### config.mk
export PLATFORM = sky130hd
export DESIGN_NAME = wb_reg_slave_flat
export DESIGN_NICKNAME = d
export VERILOG_FILES = /design/src/rtl/wb_reg_slave_if.sv /design/src/rtl/wb_reg_slave.sv /design/src/flat_wrapper.sv
export SDC_FILE = /design/constraint.sdc
export NUM_CORES = 1
export LEC_CHECK = 0
export ABC_CLOCK_PERIOD_IN_PS = 1900
export CAP_MARGIN = 30
export CORE_UTILIZATION = 35
export CTS_BUF_LIST = sky130_fd_sc_hd__clkbuf_4 sky130_fd_sc_hd__clkbuf_8
export CTS_CLUSTER_DIAMETER = 50
export CTS_CLUSTER_SIZE = 12
export DETAILED_ROUTE_END_ITERATION = 12
export PLACE_DENSITY = 0.68
export REMOVE_ABC_BUFFERS = 1
export SLEW_MARGIN = 20
export SYNTH_ARGS = -nofsm -noshare
export SYNTH_HDL_FRONTEND = slang
export SYNTH_SLANG_ARGS = --single-unit
### constraint.sdc
create_clock -name clk_i -period 1.9 [get_ports clk_i]
set_input_delay 0.57 -clock clk_i [delete_from_list [all_inputs] [get_ports clk_i]]
set_output_delay 0.57 -clock clk_i [all_outputs]
set_load 0.005 [all_outputs]
### src/rtl/wb_reg_slave_if.sv
// WISHBONE classic bus bundle between a master and wb_reg_slave.
// Signal names keep the slave-side _i/_o suffixes so both ends read the same.
interface wb_reg_slave_if;
  logic        cyc_i;
  logic        stb_i;
  logic        we_i;
  logic [20:0] adr_i;
  logic [31:0] dat_i;
  logic [31:0] dat_o;
  logic        ack_o;
  logic        err_o;
  logic        rty_o;

  modport master (
    output cyc_i, stb_i, we_i, adr_i, dat_i,
    input  dat_o, ack_o, err_o, rty_o
  );

  modport slave (
    input  cyc_i, stb_i, we_i, adr_i, dat_i,
    output dat_o, ack_o, err_o, rty_o
  );
endinterface

### src/rtl/wb_reg_slave.sv
// WISHBONE register slave: ID, CTRL, STATUS, ACCESS_CNT and four SCRATCH words.
// Optional macro WBSLV_RTY_EN: busy back-end answers with rty_o instead of stalling.
module wb_reg_slave #(
  parameter logic [20:0] BASE_ADR    = 21'h000000,
  parameter int unsigned WAIT_STATES = 1,
  parameter logic [31:0] ID_VALUE    = 32'h57425347
) (
  input  logic           clk_i,
  input  logic           rst_i,
  wb_reg_slave_if.slave  wb,
  input  logic           busy_i,
  input  logic [31:0]    stat_i,
  output logic [31:0]    ctrl_o
);

  localparam logic [1:0] S_IDLE = 2'd0;
  localparam logic [1:0] S_WAIT = 2'd1;
  localparam logic [1:0] S_RESP = 2'd2;
  localparam logic [3:0] WS     = 4'(WAIT_STATES);

  logic [1:0]        state_q, state_d;
  logic [3:0]        cnt_q, cnt_d;
  logic [2:0]        idx_q, idx_d;
  logic              hit_q, hit_d;
  logic              we_q, we_d;
  logic [31:0]       wdat_q, wdat_d;
  logic [31:0]       ctrl_q, ctrl_d;
  logic [31:0]       acc_q, acc_d;
  logic [3:0][31:0]  scr_q, scr_d;
  logic              ack_s, err_s, rty_s;
  logic [31:0]       rdat_s;
  logic              hit_s;
  logic              hold_s;
  logic              retry_s;

  function automatic logic [31:0] read_mux(input logic [2:0] idx, input logic [31:0] ctrl,
                                           input logic [31:0] stat, input logic [31:0] acc,
                                           input logic [3:0][31:0] scr);
    case (idx)
      3'd0:    return ID_VALUE;
      3'd1:    return ctrl;
      3'd2:    return stat;
      3'd3:    return acc;
      default: return scr[idx[1:0]];
    endcase
  endfunction

  assign hit_s = (wb.adr_i[20:3] == BASE_ADR[20:3]);

`ifdef WBSLV_RTY_EN
  assign hold_s  = 1'b0;
  assign retry_s = busy_i;
`else
  assign hold_s  = busy_i;
  assign retry_s = 1'b0;
`endif

  // Terminations are combinational so a dropped cyc_i or late busy_i can still veto them.
  always_comb begin
    state_d = state_q;
    cnt_d   = cnt_q;
    idx_d   = idx_q;
    hit_d   = hit_q;
    we_d    = we_q;
    wdat_d  = wdat_q;
    ctrl_d  = ctrl_q;
    acc_d   = acc_q;
    scr_d   = scr_q;
    ack_s   = 1'b0;
    err_s   = 1'b0;
    rty_s   = 1'b0;
    rdat_s  = 32'h0000_0000;
    case (state_q)
      S_IDLE: begin
        if (wb.cyc_i && wb.stb_i) begin
          idx_d  = wb.adr_i[2:0];
          hit_d  = hit_s;
          we_d   = wb.we_i;
          wdat_d = wb.dat_i;
          cnt_d  = WS;
          if (WS == 4'd0 && !(hit_s && hold_s)) begin
            state_d = S_RESP;
          end else begin
            state_d = S_WAIT;
          end
        end else begin
          state_d = S_IDLE;
        end
      end
      S_WAIT: begin
        if (!wb.cyc_i) begin
          state_d = S_IDLE;
        end else if (cnt_q > 4'd1) begin
          cnt_d = cnt_q - 4'd1;
        end else begin
          // Counter parks at 0 while a busy back-end stalls a hit.
          cnt_d = 4'd0;
          if (hit_q && hold_s) begin
            state_d = S_WAIT;
          end else begin
            state_d = S_RESP;
          end
        end
      end
      S_RESP: begin
        state_d = S_IDLE;
        if (!wb.cyc_i) begin
          state_d = S_IDLE;
        end else if (!hit_q) begin
          err_s = 1'b1;
        end else if (retry_s) begin
          rty_s = 1'b1;
        end else begin
          ack_s = 1'b1;
          acc_d = acc_q + 32'd1;
          if (we_q) begin
            case (idx_q)
              3'd1:    ctrl_d = wdat_q;
              3'd3:    acc_d  = 32'h0000_0000;
              3'd4, 3'd5, 3'd6, 3'd7: scr_d[idx_q[1:0]] = wdat_q;
              default: ctrl_d = ctrl_q;
            endcase
          end else begin
            rdat_s = read_mux(idx_q, ctrl_q, stat_i, acc_q, scr_q);
          end
        end
      end
      default: state_d = S_IDLE;
    endcase
  end

  // State and register file update with synchronous reset.
  always_ff @(posedge clk_i) begin
    if (rst_i) begin
      state_q <= S_IDLE;
      cnt_q   <= 4'd0;
      idx_q   <= 3'd0;
      hit_q   <= 1'b0;
      we_q    <= 1'b0;
      wdat_q  <= 32'h0000_0000;
      ctrl_q  <= 32'h0000_0000;
      acc_q   <= 32'h0000_0000;
      scr_q   <= '0;
    end else begin
      state_q <= state_d;
      cnt_q   <= cnt_d;
      idx_q   <= idx_d;
      hit_q   <= hit_d;
      we_q    <= we_d;
      wdat_q  <= wdat_d;
      ctrl_q  <= ctrl_d;
      acc_q   <= acc_d;
      scr_q   <= scr_d;
    end
  end

  assign wb.ack_o = ack_s;
  assign wb.err_o = err_s;
  assign wb.rty_o = rty_s;
  assign wb.dat_o = rdat_s;
  assign ctrl_o   = ctrl_q;

endmodule

### src/flat_wrapper.sv
// flat-port wrapper written by rule: the top's interface ports become plain ports
module wb_reg_slave_flat 
#(
  parameter logic [20:0] BASE_ADR    = 21'h000000,
  parameter int unsigned WAIT_STATES = 1,
  parameter logic [31:0] ID_VALUE    = 32'h57425347
)
  (clk_i, rst_i, busy_i, stat_i, ctrl_o, wb_cyc_i, wb_stb_i, wb_we_i, wb_adr_i, wb_dat_i, wb_dat_o, wb_ack_o, wb_err_o, wb_rty_o);
  wb_reg_slave_if wb_i ();
  input  logic clk_i;
  input  logic rst_i;
  input  logic busy_i;
  input  logic [31:0] stat_i;
  output logic [31:0] ctrl_o;
  input wire logic [$bits(wb_i.cyc_i)-1:0] wb_cyc_i;
  input wire logic [$bits(wb_i.stb_i)-1:0] wb_stb_i;
  input wire logic [$bits(wb_i.we_i)-1:0] wb_we_i;
  input wire logic [$bits(wb_i.adr_i)-1:0] wb_adr_i;
  input wire logic [$bits(wb_i.dat_i)-1:0] wb_dat_i;
  output wire logic [$bits(wb_i.dat_o)-1:0] wb_dat_o;
  output wire logic [$bits(wb_i.ack_o)-1:0] wb_ack_o;
  output wire logic [$bits(wb_i.err_o)-1:0] wb_err_o;
  output wire logic [$bits(wb_i.rty_o)-1:0] wb_rty_o;
  assign wb_i.cyc_i = wb_cyc_i;
  assign wb_i.stb_i = wb_stb_i;
  assign wb_i.we_i = wb_we_i;
  assign wb_i.adr_i = wb_adr_i;
  assign wb_i.dat_i = wb_dat_i;
  assign wb_dat_o = wb_i.dat_o;
  assign wb_ack_o = wb_i.ack_o;
  assign wb_err_o = wb_i.err_o;
  assign wb_rty_o = wb_i.rty_o;
  wb_reg_slave #(.BASE_ADR(BASE_ADR), .WAIT_STATES(WAIT_STATES), .ID_VALUE(ID_VALUE)) u_core (.clk_i(clk_i), .rst_i(rst_i), .wb(wb_i), .busy_i(busy_i), .stat_i(stat_i), .ctrl_o(ctrl_o));
endmodule
==> results.sh, run 1 <==
export IMPL_status="finished with violations"
export IMPL_violations="negative setup slack"
export IMPL_total_cts_buffers=27
export IMPL_width_of_the_die_um=177
export IMPL_drc=0
export IMPL_highest_achievable_clock_rate_mhz=368
export IMPL_placed_area_um2=13700
export IMPL_timing_hold_ws_ns=0.268
export IMPL_netlist_top_cells_count="246 x sky130_fd_sc_hd__nor2_1, 235 x sky130_fd_sc_hd__dfxtp_1, 193 x sky130_fd_sc_hd__mux2i_1"
export IMPL_detailroute_wirelength_met3_um=1630
export IMPL_finalWeightedCongestion=0.811
export IMPL_clock_skew_final_ns=0.0310
export IMPL_pre_cts_slack_ns=-0.947
export IMPL_cp_cell_sequence="buf_12, buf_12, buf_6, mux4_2, a21oi_2, nor2_1, buf_2"
export IMPL_ys_async_sr_fraction=0
export IMPL_drt_wl_total_um=33800
export IMPL_start_util=0.359
export IMPL_grt_antenna_before_repair=2
export IMPL_final_util=0.529
export IMPL_synth_seq_cells=235
export IMPL_floorplan_rows=63
export IMPL_worst_ep_arrival_time_ns=2.14
export IMPL_antenna_diode_count=0
export IMPL_setup_repair_after_global_routing_missed_its_margin="yes"
export IMPL_ctsRootBufferMaster="sky130_fd_sc_hd__clkbuf_8"
export IMPL_drt_first_iter_violations=628
export IMPL_worst_setup_hold_path_clk_slew_ns=0.08
export IMPL_post_synth_main_area_contributors="sky130_fd_sc_hd__dfxtp_1 44%, sky130_fd_sc_hd__mux2i_1 18%, sky130_fd_sc_hd__nor2_1 8.6%, sky130_fd_sc_hd__mux4_2 6.7%, sky130_fd_sc_hd__a21oi_1 4.4%"
export IMPL_yosys_cell_count_top_type="sky130_fd_sc_hd__nor2_1"
export IMPL_final_setup_worst_slack_ns=-0.815
export IMPL_coreArea_um2=30000
export IMPL_required_ns=1.33
export IMPL_leakage_uw=0.00571
export IMPL_syn_mean_instance_area_um2=9.42
export IMPL_globalRoute_totalOverflow=0
export IMPL_synth_edf_count=0
export IMPL_final_net_count=1552
export IMPL_max_cap_check_violation_count=0
export IMPL_avgViaCountPerCell=5.13
export IMPL_grt_pass1_wl_um=51800
export IMPL_routed_top_layer="met5"
export IMPL_drive_above_1_share=0.329
export IMPL_timing_final_max_slew_violations=0
export IMPL_grt_usage=0.213
export IMPL_timing_critical_path_to_type="primary output"
export IMPL_number_of_global_route_vias_before_repair=9486
export IMPL_areaGrowthSynthToFinish_pct=47.1
export IMPL_ys_flop_type="sky130_fd_sc_hd__dfxtp_1"
export IMPL_final_setup_tns_ns=-82.27
export IMPL_full_die_area_um2=31500
export IMPL_place_port_buffers=156
export IMPL_cp_max_fo=7
export IMPL_timing_critical_path_mode_cell="sky130_fd_sc_hd__buf_12"
export IMPL_cell_taking_the_most_area_after_synthesis="sky130_fd_sc_hd__dfxtp_1"
export IMPL_crit_slowest_cell="sky130_fd_sc_hd__mux4_2"
export IMPL_tritoncts="done"
export IMPL_clock_sink_count=235
export IMPL_met2_wl_post_dr_um=16400
export IMPL_avgRoutedWirePerCell_um=18.2
export IMPL_cp_start_kind="register"
export IMPL_powerDensity_nw_per_um2=598
export IMPL_timing_worst_setup_path_type="register to primary output"
export IMPL_timing_final_setup_violations=226
export IMPL_hold_path_class="primary input to register"
export IMPL_cts_max_level=1
export IMPL_ctsHoldBuffers=0
export IMPL_max_clock_path_buffers=3
export IMPL_timing_critical_path_buf_inv=4
export IMPL_synth_yosys_seq_area_share=0.437
export IMPL_io_pins=158
export IMPL_pin_count_of_the_biggest_net_entering_global_routing=97
export IMPL_met1Wirelength_um=14700
export IMPL_final_min_clock_period_ns=2.71
export IMPL_postLayoutCellArea_um2=15800
export IMPL_final_antenna_net_count=0
export IMPL_dr_pass1_iters=5
export IMPL_hold_viol=0
export IMPL_ys_warn_count=0
export IMPL_synthDistinctLibCells=49
export IMPL_critical_path_max_stage_delay_ns=0.53
export IMPL_timing_final_crit_share=1.43
export IMPL_synth_area_um2=10800
export IMPL_synthesis_instances=1142
export IMPL_yosys_area_top_type_share=0.437
export IMPL_dpl_hpwl_um=20400
export IMPL_worst_skew_pair_late_latency_ns=0.58
export IMPL_crit_family="multiplexers"
export IMPL_vdd_ir_drop_max_v=0.000487
export IMPL_via_count=9546
export IMPL_die_height_um=177
repair_timing:
action                     in CTS  in global routing
buffers inserted               62                 21
cloned                         18                  5
setup endpoints to repair     230                227
pin swaps                      51                 61
gates resized for setup       345                100
cell usage in the layout (no fill, tap or decap), types with 6 or more instances in the layout:
master / n
sky130_fd_sc_hd__a211oi_1: 6
sky130_fd_sc_hd__a211oi_2: 25
sky130_fd_sc_hd__a21oi_1: 56
sky130_fd_sc_hd__a21oi_2: 38
sky130_fd_sc_hd__buf_12: 33
sky130_fd_sc_hd__buf_16: 11
sky130_fd_sc_hd__buf_2: 32
sky130_fd_sc_hd__buf_4: 115
sky130_fd_sc_hd__buf_6: 46
sky130_fd_sc_hd__buf_8: 12
sky130_fd_sc_hd__clkbuf_8: 28
sky130_fd_sc_hd__clkdlybuf4s50_1: 88
sky130_fd_sc_hd__dfxtp_1: 200
sky130_fd_sc_hd__dfxtp_2: 32
sky130_fd_sc_hd__dlygate4sd2_1: 30
sky130_fd_sc_hd__inv_1: 11
sky130_fd_sc_hd__mux2i_1: 178
sky130_fd_sc_hd__mux2i_2: 14
sky130_fd_sc_hd__mux4_2: 32
sky130_fd_sc_hd__nand2_1: 88
sky130_fd_sc_hd__nand3_1: 11
sky130_fd_sc_hd__nor2_1: 228
sky130_fd_sc_hd__nor2_2: 8
sky130_fd_sc_hd__nor2_4: 12
sky130_fd_sc_hd__nor3_1: 15
sky130_fd_sc_hd__o21ai_0: 8
sky130_fd_sc_hd__xnor2_1: 19
sky130_fd_sc_hd__xor2_1: 6
cell type report:
type | instances | area (um2)
Clock buffer | 33 | 423
Clock inverter | 10 | 96.3
Fill cell | 2649 | 14100
Inverter | 11 | 41.3
Multi-Input combinational cell | 807 | 6050
Sequential cell | 235 | 4760
Tap cell | 390 | 488
Timing Repair Buffer | 376 | 3980
where the power goes:
group	leakage, uW	switching [uW]	internal [uW]
registers	0.00191	67.1	4960
clock network	0.000260	1870	1620
logic	0.00354	441	514
routing by layer:
metal | vias up | track usage
met1 | 4610 | 0.270
li1 | 4582 | -
met3 | 71 | 0.0313
met4 | 2 | 0.0819
met2 | 281 | 0.362
met5 | - | 0
kinds of logic (layout without fill, tap and decap cells):
family                   Yosys count  after routing  synth area share
adder cells (fa/ha/maj)            3              3           0.00349
flip-flops                       235            235             0.437
XOR/XNOR                          25             25            0.0203
multiplexers                     225            225             0.246
other                              1              1          0.000348
buffers and inverters            100            430            0.0486
AO/OA/AOI/OAI                    142            142            0.0760
AND/OR/NAND/NOR                  411            411             0.168
sequential cells by signal, summed over array words and instances, names as in the netlist:
| register | cells |
|---|---|
| u_core.we_q | 1 |
| u_core.scr_q | 128 |
| u_core.acc_q | 32 |
| u_core.idx_q | 3 |
| u_core.state_q | 2 |
| u_core.cnt_q | 4 |
| u_core.ctrl_o | 32 |
| u_core.hit_q | 1 |
| u_core.wdat_q | 32 |
worst paths after layout:
path	startpoint	end	slack (ns)	cells past startpoint
setup / recovery	u_core.idx_q[0]$_SDFFE_PP0P_	wb_dat_o[30]	-0.81	7
hold / removal	rst_i	u_core.ctrl_o[0]$_SDFFE_PP0P_	0.27	2
setup reg to reg	u_core.idx_q[0]$_SDFFE_PP0P_	u_core.scr_q[68]$_SDFFE_PP0P_	-0.43	14
hold reg to reg	u_core.scr_q[65]$_SDFFE_PP0P_	u_core.scr_q[65]$_SDFFE_PP0P_	0.50	2
per-stage QoR:
step	power, uW	instances
after floorplan	5400	1053
after CTS	9520	1859
after global placement	5850	1737
after detailed placement	5860	1737
final	9470	1862
after global routing	9830	1862
(Power assumes the default switching activity.)
==> inputs of run 2 (changes only) <==
--- a/config.mk
+++ b/config.mk
@@ -14,7 +14,9 @@
 export DETAILED_ROUTE_END_ITERATION = 12
 export PLACE_DENSITY = 0.68
 export REMOVE_ABC_BUFFERS = 1
+export SKIP_LAST_GASP = 1
 export SLEW_MARGIN = 20
 export SYNTH_ARGS = -nofsm -noshare
 export SYNTH_HDL_FRONTEND = slang
 export SYNTH_SLANG_ARGS = --single-unit
+export TNS_END_PERCENT = 20
==> run 2 against run 1 <==
The flow still finishes with violations (negative setup slack). Critical path type unchanged. Clock power about the same. Flip-flop and latch count unchanged. Worst hold slack got worse by 0.011 ns. Cell area decreased by 4.8%. Maximum frequency decreased by 0.21%. Count of clock-buffer cells in the layout unchanged. Combinational power decreased by 6.9%. Sequential power about the same. Final cell count decreased by 1.7%. First-iteration DRC count decreased by 12%. Utilization decreased by 2.6 points. Clock skew decreased by 0.011 ns.
==> results.sh, run 2 (synthesized netlist as in run 1, its figures left out) <==
export IMPL_dr_pass1_iters=5
export IMPL_final_setup_tns_ns=-47.27
export IMPL_postLayoutCellArea_um2=15100
export IMPL_worst_setup_hold_path_clk_slew_ns=0.08
export IMPL_via_count=9209
export IMPL_timing_final_setup_violations=227
export IMPL_violations="negative setup slack"
export IMPL_grt_usage=0.197
export IMPL_drt_first_iter_violations=555
export IMPL_place_port_buffers=156
export IMPL_width_of_the_die_um=177
export IMPL_clock_skew_final_ns=0.0201
export IMPL_worst_ep_arrival_time_ns=2.15
export IMPL_timing_hold_ws_ns=0.257
export IMPL_crit_slowest_cell="sky130_fd_sc_hd__mux4_2"
export IMPL_most_common_library_cell_in_the_layout_ignoring_fill_and_taps="sky130_fd_sc_hd__nor2_1"
export IMPL_full_die_area_um2=31500
export IMPL_max_clock_path_buffers=3
export IMPL_final_seq_area_um2=4730
export IMPL_final_antenna_net_count=0
export IMPL_globalRoute_totalOverflow=0
export IMPL_timing_critical_path_mode_cell="sky130_fd_sc_hd__buf_12"
export IMPL_timing_final_crit_share=1.43
export IMPL_critical_path_max_stage_delay_ns=0.52
export IMPL_final_setup_worst_slack_ns=-0.820
export IMPL_cp_start_kind="register"
export IMPL_avgRoutedWirePerCell_um=17.2
export IMPL_multiInputGateArea_um2=5880
export IMPL_drc=0
export IMPL_max_cap_check_violation_count=0
export IMPL_cp_max_fo=7
export IMPL_tritoncts="done"
export IMPL_largest_reg_flops=128
export IMPL_final_net_count=1520
export IMPL_drt_wl_total_um=31500
export IMPL_hold_path_class="primary input to register"
export IMPL_number_of_global_route_vias_before_repair=9221
export IMPL_highest_achievable_clock_rate_mhz=368
export IMPL_die_height_um=177
export IMPL_timing_final_max_slew_violations=0
export IMPL_final_min_clock_period_ns=2.72
export IMPL_start_util=0.359
export IMPL_required_ns=1.33
export IMPL_registers_top_by_ff_count="u_core.scr_q"
export IMPL_setup_repair_after_global_routing_missed_its_margin="yes"
export IMPL_grt_pass1_wl_um=48700
export IMPL_powerDensity_nw_per_um2=623
export IMPL_placed_area_um2=13700
export IMPL_drive_above_1_share=0.276
export IMPL_timing_critical_path_to_type="primary output"
export IMPL_io_pins=158
export IMPL_leakage_uw=0.00536
export IMPL_finalWeightedCongestion=0.811
export IMPL_worst_skew_pair_late_latency_ns=0.57
export IMPL_fillCellCount=2751
export IMPL_layout_cells_most_common_list="246 x sky130_fd_sc_hd__nor2_1, 220 x sky130_fd_sc_hd__dfxtp_1, 186 x sky130_fd_sc_hd__mux2i_1, 123 x sky130_fd_sc_hd__buf_4, 108 x sky130_fd_sc_hd__clkdlybuf4s50_1"
export IMPL_antenna_diode_count=0
export IMPL_final_util=0.503
export IMPL_hold_viol=0
export IMPL_ctsRootBufferMaster="sky130_fd_sc_hd__clkbuf_8"
export IMPL_clock_sink_count=235
export IMPL_dpl_hpwl_um=20400
export IMPL_total_cts_buffers=27
export IMPL_floorplan_rows=63
export IMPL_areaGrowthSynthToFinish_pct=40.0
export IMPL_vdd_ir_drop_max_v=0.000489
export IMPL_cp_cell_sequence="buf_12, buf_12, buf_6, mux4_2, a21oi_2, nor2_1, buf_2"
export IMPL_cts_max_level=1
export IMPL_pin_count_of_the_biggest_net_entering_global_routing=97
export IMPL_avgViaCountPerCell=5.03
export IMPL_status="finished with violations"
export IMPL_grt_antenna_before_repair=2
export IMPL_coreArea_um2=30000
export IMPL_timing_worst_setup_path_type="register to primary output"
run 2: cell types whose count changed in the layout (fill, tap and decap cells not counted), moves of 7 or more:
| cell | before | now |
|---|---|---|
| sky130_fd_sc_hd__buf_6 | 46 | 25 |
| sky130_fd_sc_hd__clkdlybuf4s50_1 | 88 | 108 |
| sky130_fd_sc_hd__dfxtp_1 | 200 | 220 |
| sky130_fd_sc_hd__dfxtp_2 | 32 | 12 |
| sky130_fd_sc_hd__dlygate4sd2_1 | 30 | 12 |
| sky130_fd_sc_hd__nor2_1 | 228 | 246 |
| sky130_fd_sc_hd__nor2_4 | 12 | 2 |
| sky130_fd_sc_hd__buf_16 | 11 | 3 |
| sky130_fd_sc_hd__buf_4 | 115 | 123 |
| sky130_fd_sc_hd__mux2i_1 | 178 | 186 |
| sky130_fd_sc_hd__nor2_2 | 8 | 0 |
| sky130_fd_sc_hd__mux2i_2 | 14 | 7 |
run 2: per-layer routing:
metal,part of all wire,track usage
met1,0.44,0.251
met2,0.48,0.333
met3,0.042,0.0304
met4,0.035,0.0766
met5,0.00038,0
run 2: worst max-delay path, delay by kind of cell, from the launching register on:
family | cells | cell delay, ns
multiplexers | 1 | 0.52
buffers and inverters | 4 | 0.51
flip-flops | 1 | 0.37
AO/OA/AOI/OAI | 1 | 0.13
AND/OR/NAND/NOR | 1 | 0.04
run 2: final cells by class:
cell class,instances,share of cell area
flip-flops and latches,235,0.314
multi-input cells,807,0.390
clock inverters,10,0.00639
well taps,390,0.0324
repair buffers,344,0.227
clock buffers,33,0.0281
inverters,11,0.00274
run 2: stage by stage:
stage	setup slack, ns	total power [uW]	cells
after floorplan	-2.62	5400	1053
after global placement	-0.914	5850	1737
after detailed placement	-0.947	5860	1737
after CTS	-0.862	9490	1822
after global routing	-0.905	9760	1830
final	-0.820	9390	1830
run 2: timing repair:
action	CTS	global route
setup endpoints to repair	230	245
buffers inserted	38	7
hold buffers	0	0
gates resized for setup	249	39
pin swaps	45	18
gates cloned	4	5
run 2: worst paths after layout:
kind	startpoint	endpoint	slack, ns	depth (start not counted)
min reg2reg	u_core.scr_q[88]$_SDFFE_PP0P_	u_core.scr_q[88]$_SDFFE_PP0P_	0.49	2
max	u_core.idx_q[0]$_SDFFE_PP0P_	wb_dat_o[30]	-0.82	7
min	rst_i	u_core.ctrl_o[0]$_SDFFE_PP0P_	0.26	2
max reg2reg	u_core.idx_q[0]$_SDFFE_PP0P_	u_core.ctrl_o[7]$_SDFFE_PP0P_	-0.23	11
run 2: power breakdown:
| group | switching, uW | internal (uW) |
|---|---|---|
| registers | 65.0 | 4960 |
| clock network | 1860 | 1620 |
| logic | 415 | 474 |
| total | 2340 | 7050 |
==> inputs of run 3 (changes only) <==
--- a/config.mk
+++ b/config.mk
@@ -5,14 +5,16 @@
 export SDC_FILE = /design/constraint.sdc
 export NUM_CORES = 1
 export LEC_CHECK = 0
+export ABC_AREA = 1
 export ABC_CLOCK_PERIOD_IN_PS = 1900
 export CAP_MARGIN = 30
-export CORE_UTILIZATION = 35
+export CORE_MARGIN = 3
+export CORE_UTILIZATION = 51
 export CTS_BUF_LIST = sky130_fd_sc_hd__clkbuf_4 sky130_fd_sc_hd__clkbuf_8
 export CTS_CLUSTER_DIAMETER = 50
 export CTS_CLUSTER_SIZE = 12
 export DETAILED_ROUTE_END_ITERATION = 12
-export PLACE_DENSITY = 0.68
+export PLACE_DENSITY = 0.89
 export REMOVE_ABC_BUFFERS = 1
 export SKIP_LAST_GASP = 1
 export SLEW_MARGIN = 20
==> run 3 against run 2 <==
The run still ends with negative setup slack left. Final cell count increased by 10%. Clock skew grew 0.0011 ns. Global-route usage grew 12 points. Combinational power up 52%. Non-clock buffer count decreased by 14. Sequential share of layout area increased by 1.4 points. Worst hold slack better by 0.19 ns. Flip-flop and latch count did not move. Count of clock-buffer cells in the layout decreased by 7. Wire length increased by 19%. Critical endpoint is now wb_dat_o[23]. Largest cell class unchanged. Largest power group unchanged.
==> results.sh, run 3 <==
export IMPL_status="finished with violations"
export IMPL_violations="negative setup slack"
export IMPL_post_place_cells=1951
export IMPL_min_to="u_core.scr_q[24]$_SDFFE_PP0P_"
export IMPL_register_to_register_setup_slack_ns=-0.08
export IMPL_timing_critical_path_to_type="primary output"
export IMPL_layout_cells_most_common_list="231 x sky130_fd_sc_hd__dfxtp_1, 225 x sky130_fd_sc_hd__o21ai_0, 212 x sky130_fd_sc_hd__nor2_1, 181 x sky130_fd_sc_hd__a21oi_1, 176 x sky130_fd_sc_hd__inv_1"
export IMPL_max_clock_path_buffers=3
export IMPL_cts_max_level=1
export IMPL_ys_warn_count=0
export IMPL_synthDistinctLibCells=34
export IMPL_pin_count_of_the_biggest_net_entering_global_routing=77
export IMPL_grt_pass1_wl_um=57600
export IMPL_setup_repair_after_global_routing_missed_its_margin="yes"
export IMPL_timing_critical_path_mode_cell="sky130_fd_sc_hd__buf_4"
export IMPL_crit_family="buffers and inverters"
export IMPL_start_util=0.526
export IMPL_hp_start="u_core.scr_q[24]$_SDFFE_PP0P_"
export IMPL_timing_hold_ws_ns=0.446
export IMPL_ctsRootBufferMaster="sky130_fd_sc_hd__clkbuf_8"
export IMPL_netlist_top_cells_count="246 x sky130_fd_sc_hd__o21ai_0, 235 x sky130_fd_sc_hd__dfxtp_1, 215 x sky130_fd_sc_hd__nor2_1"
export IMPL_postLayoutCellArea_um2=14400
export IMPL_cell_taking_the_most_area_after_synthesis="sky130_fd_sc_hd__dfxtp_1"
export IMPL_place_port_buffers=156
export IMPL_coreArea_um2=19800
export IMPL_most_common_library_cell_in_the_layout_ignoring_fill_and_taps="sky130_fd_sc_hd__dfxtp_1"
export IMPL_worst_setup_hold_path_clk_slew_ns=0.08
export IMPL_synthesis_instances=1478
export IMPL_drive_above_1_share=0.180
export IMPL_timing_critical_path_buf_inv=5
export IMPL_number_of_global_route_vias_before_repair=11350
export IMPL_critical_path_start="u_core.idx_q[0]$_SDFFE_PP0P_"
export IMPL_net_switching_power_uw=2580
export IMPL_die_height_um=149
export IMPL_total_cts_buffers=25
export IMPL_vdd_ir_drop_max_v=0.000491
export IMPL_multiInputGateArea_um2=4970
export IMPL_synth_seq_cells=235
export IMPL_timing_hold_worst_path_depth=2
export IMPL_pwr_share_comb=0.141
export IMPL_io_pins=158
export IMPL_final_util=0.726
export IMPL_synth_area_um2=10400
export IMPL_worst_skew_pair_late_latency_ns=0.55
export IMPL_drt_wl_total_um=37500
export IMPL_areaGrowthSynthToFinish_pct=38.0
export IMPL_final_min_clock_period_ns=2.70
export IMPL_full_die_area_um2=22200
export IMPL_crit_slowest_cell="sky130_fd_sc_hd__dfxtp_4"
export IMPL_hold_viol=0
export IMPL_switching_share=0.270
export IMPL_antenna_diode_count=0
export IMPL_synth_edf_count=0
export IMPL_syn_mean_instance_area_um2=7.04
export IMPL_drt_first_iter_violations=1331
export IMPL_cp_start_kind="register"
export IMPL_powerDensity_nw_per_um2=665
export IMPL_final_setup_worst_slack_ns=-0.799
export IMPL_power_internal_uw=6980
export IMPL_grt_antenna_before_repair=0
export IMPL_finalWeightedCongestion=0.964
export IMPL_fillCellCount=1413
export IMPL_cp_max_fo=5
export IMPL_grt_usage=0.321
export IMPL_avgRoutedWirePerCell_um=18.6
export IMPL_globalRoute_totalOverflow=0
export IMPL_yosys_area_top_type_share=0.452
export IMPL_timing_final_max_slew_violations=0
export IMPL_dpl_hpwl_um=24200
export IMPL_tritoncts="done"
export IMPL_post_synth_main_area_contributors="sky130_fd_sc_hd__dfxtp_1 45%, sky130_fd_sc_hd__o21ai_0 12%, sky130_fd_sc_hd__a21oi_1 9.4%, sky130_fd_sc_hd__nor2_1 7.8%, sky130_fd_sc_hd__inv_1 6.5%"
export IMPL_final_seq_area_um2=4720
export IMPL_width_of_the_die_um=149
export IMPL_required_ns=1.33
export IMPL_clock_sink_count=235
export IMPL_hold_path_class="register to register"
export IMPL_timing_worst_setup_path_type="register to primary output"
export IMPL_final_antenna_net_count=0
export IMPL_via_count=11691
export IMPL_p_total_uw=9560
export IMPL_worst_r2r_cell_count=11
export IMPL_registers_top_by_ff_count="u_core.scr_q"
export IMPL_r2r_end="u_core.scr_q[62]$_SDFFE_PP0P_"
export IMPL_pwr_share_seq=0.531
export IMPL_worst_ep_arrival_time_ns=2.13
export IMPL_largest_reg_flops=128
export IMPL_avgViaCountPerCell=5.81
export IMPL_drc=0
export IMPL_regToRegStartpoint="u_core.idx_q[1]$_SDFFE_PP0P_"
export IMPL_synth_yosys_seq_area_share=0.452
export IMPL_yosys_cell_count_top_type="sky130_fd_sc_hd__o21ai_0"
export IMPL_ys_flop_type="sky130_fd_sc_hd__dfxtp_1"
export IMPL_cp_cell_sequence="inv_4, nand2_8, buf_4, inv_1, buf_4, a221oi_2, a21oi_2, buf_2"
export IMPL_leakage_uw=0.00539
export IMPL_final_net_count=1836
export IMPL_max_cap_check_violation_count=0
export IMPL_timing_final_setup_violations=90
export IMPL_timing_final_crit_share=1.42
export IMPL_placed_area_um2=13300
export IMPL_dr_pass1_iters=7
export IMPL_highest_achievable_clock_rate_mhz=370
export IMPL_ctsHoldBuffers=0
export IMPL_critical_path_max_stage_delay_ns=0.42
export IMPL_clock_network_fraction_of_design_power=0.328
export IMPL_clock_skew_final_ns=0.0212
export IMPL_finish_cell_count_without_fillers=2013
export IMPL_worst_path_stages=8
export IMPL_floorplan_rows=51
export IMPL_ys_async_sr_fraction=0
[run 3: cell count changes in the layout (fill, tap and decap cells not counted), sizes merged, moves of 19 or more]
cell | previous run | this run
a211oi | 32 | 3
a21oi | 95 | 196
buf | 217 | 198
inv | 13 | 186
mux2i | 193 | 0
mux4 | 32 | 0
nand2 | 89 | 139
nand3 | 12 | 38
nor2 | 248 | 218
o21ai | 8 | 251
o22ai | 0 | 64
[run 3: cell families after synthesis]
group           share of synthesized area
compound gates                      0.275
simple gates                        0.164
buf+inv                             0.104
flops                               0.452
fa+ha+maj                         0.00361
xor+xnor                         0.000841
other cells                      0.000360
[run 3: timing repair]
item,CTS,global route
endpoints found under the setup margin,73,110
buffers inserted,19,8
pin swaps,35,29
cloned,4,0
resized for setup,205,65
[run 3: layer usage]
layer / share of wire / GRT usage / routed length (um)
met5: 0 / 0 / 0
met4: 0.043 / 0.143 / 1600
met3: 0.11 / 0.0635 / 4150
met2: 0.47 / 0.539 / 17600
met1: 0.38 / 0.400 / 14200
[run 3: power groups by stage]
stage                     registers [uW]  clock network [uW]  logic, uW
after floorplan                     5160                   0        480
after global routing                5090                3350       1440
after global placement              5170                   0       1060
final                               5080                3130       1350
after CTS                           5070                3110       1230
after detailed placement            5180                   0       1090
[run 3: through the flow]
stage | setup TNS [ns] | worst slack (ns)
5_1_grt | -34.91 | -0.857
2_1_floorplan | -284.87 | -1.28
3_3_place_gp | -92.98 | -1.02
3_5_place_dp | -113.59 | -1.14
6_report | -29.00 | -0.799
4_1_cts | -26.70 | -0.711
[run 3: tightest hold or removal path: stages, from the launching register on]
cell                      delay [ns]
sky130_fd_sc_hd__dfxtp_1        0.32
sky130_fd_sc_hd__inv_1          0.04
sky130_fd_sc_hd__a21oi_1        0.05
[run 3: worst max-delay path by stage]
stage                                    endpoint  slack [ns]
floorplan           u_core.wdat_q[4]$_SDFFE_PP0P_       -1.28
global placement                     wb_dat_o[30]       -1.02
detailed placement                   wb_dat_o[27]       -1.14
CTS                                  wb_dat_o[17]       -0.71
global route                         wb_dat_o[30]       -0.86
finish                               wb_dat_o[23]       -0.80
[run 3: final cells by class]
class | count | area share
inverters | 187 | 0.0505
repair buffers | 330 | 0.223
clock buffers | 26 | 0.0245
flip-flops and latches | 235 | 0.328
well taps | 265 | 0.0231
multi-input cells | 963 | 0.346
clock inverters | 7 | 0.00470
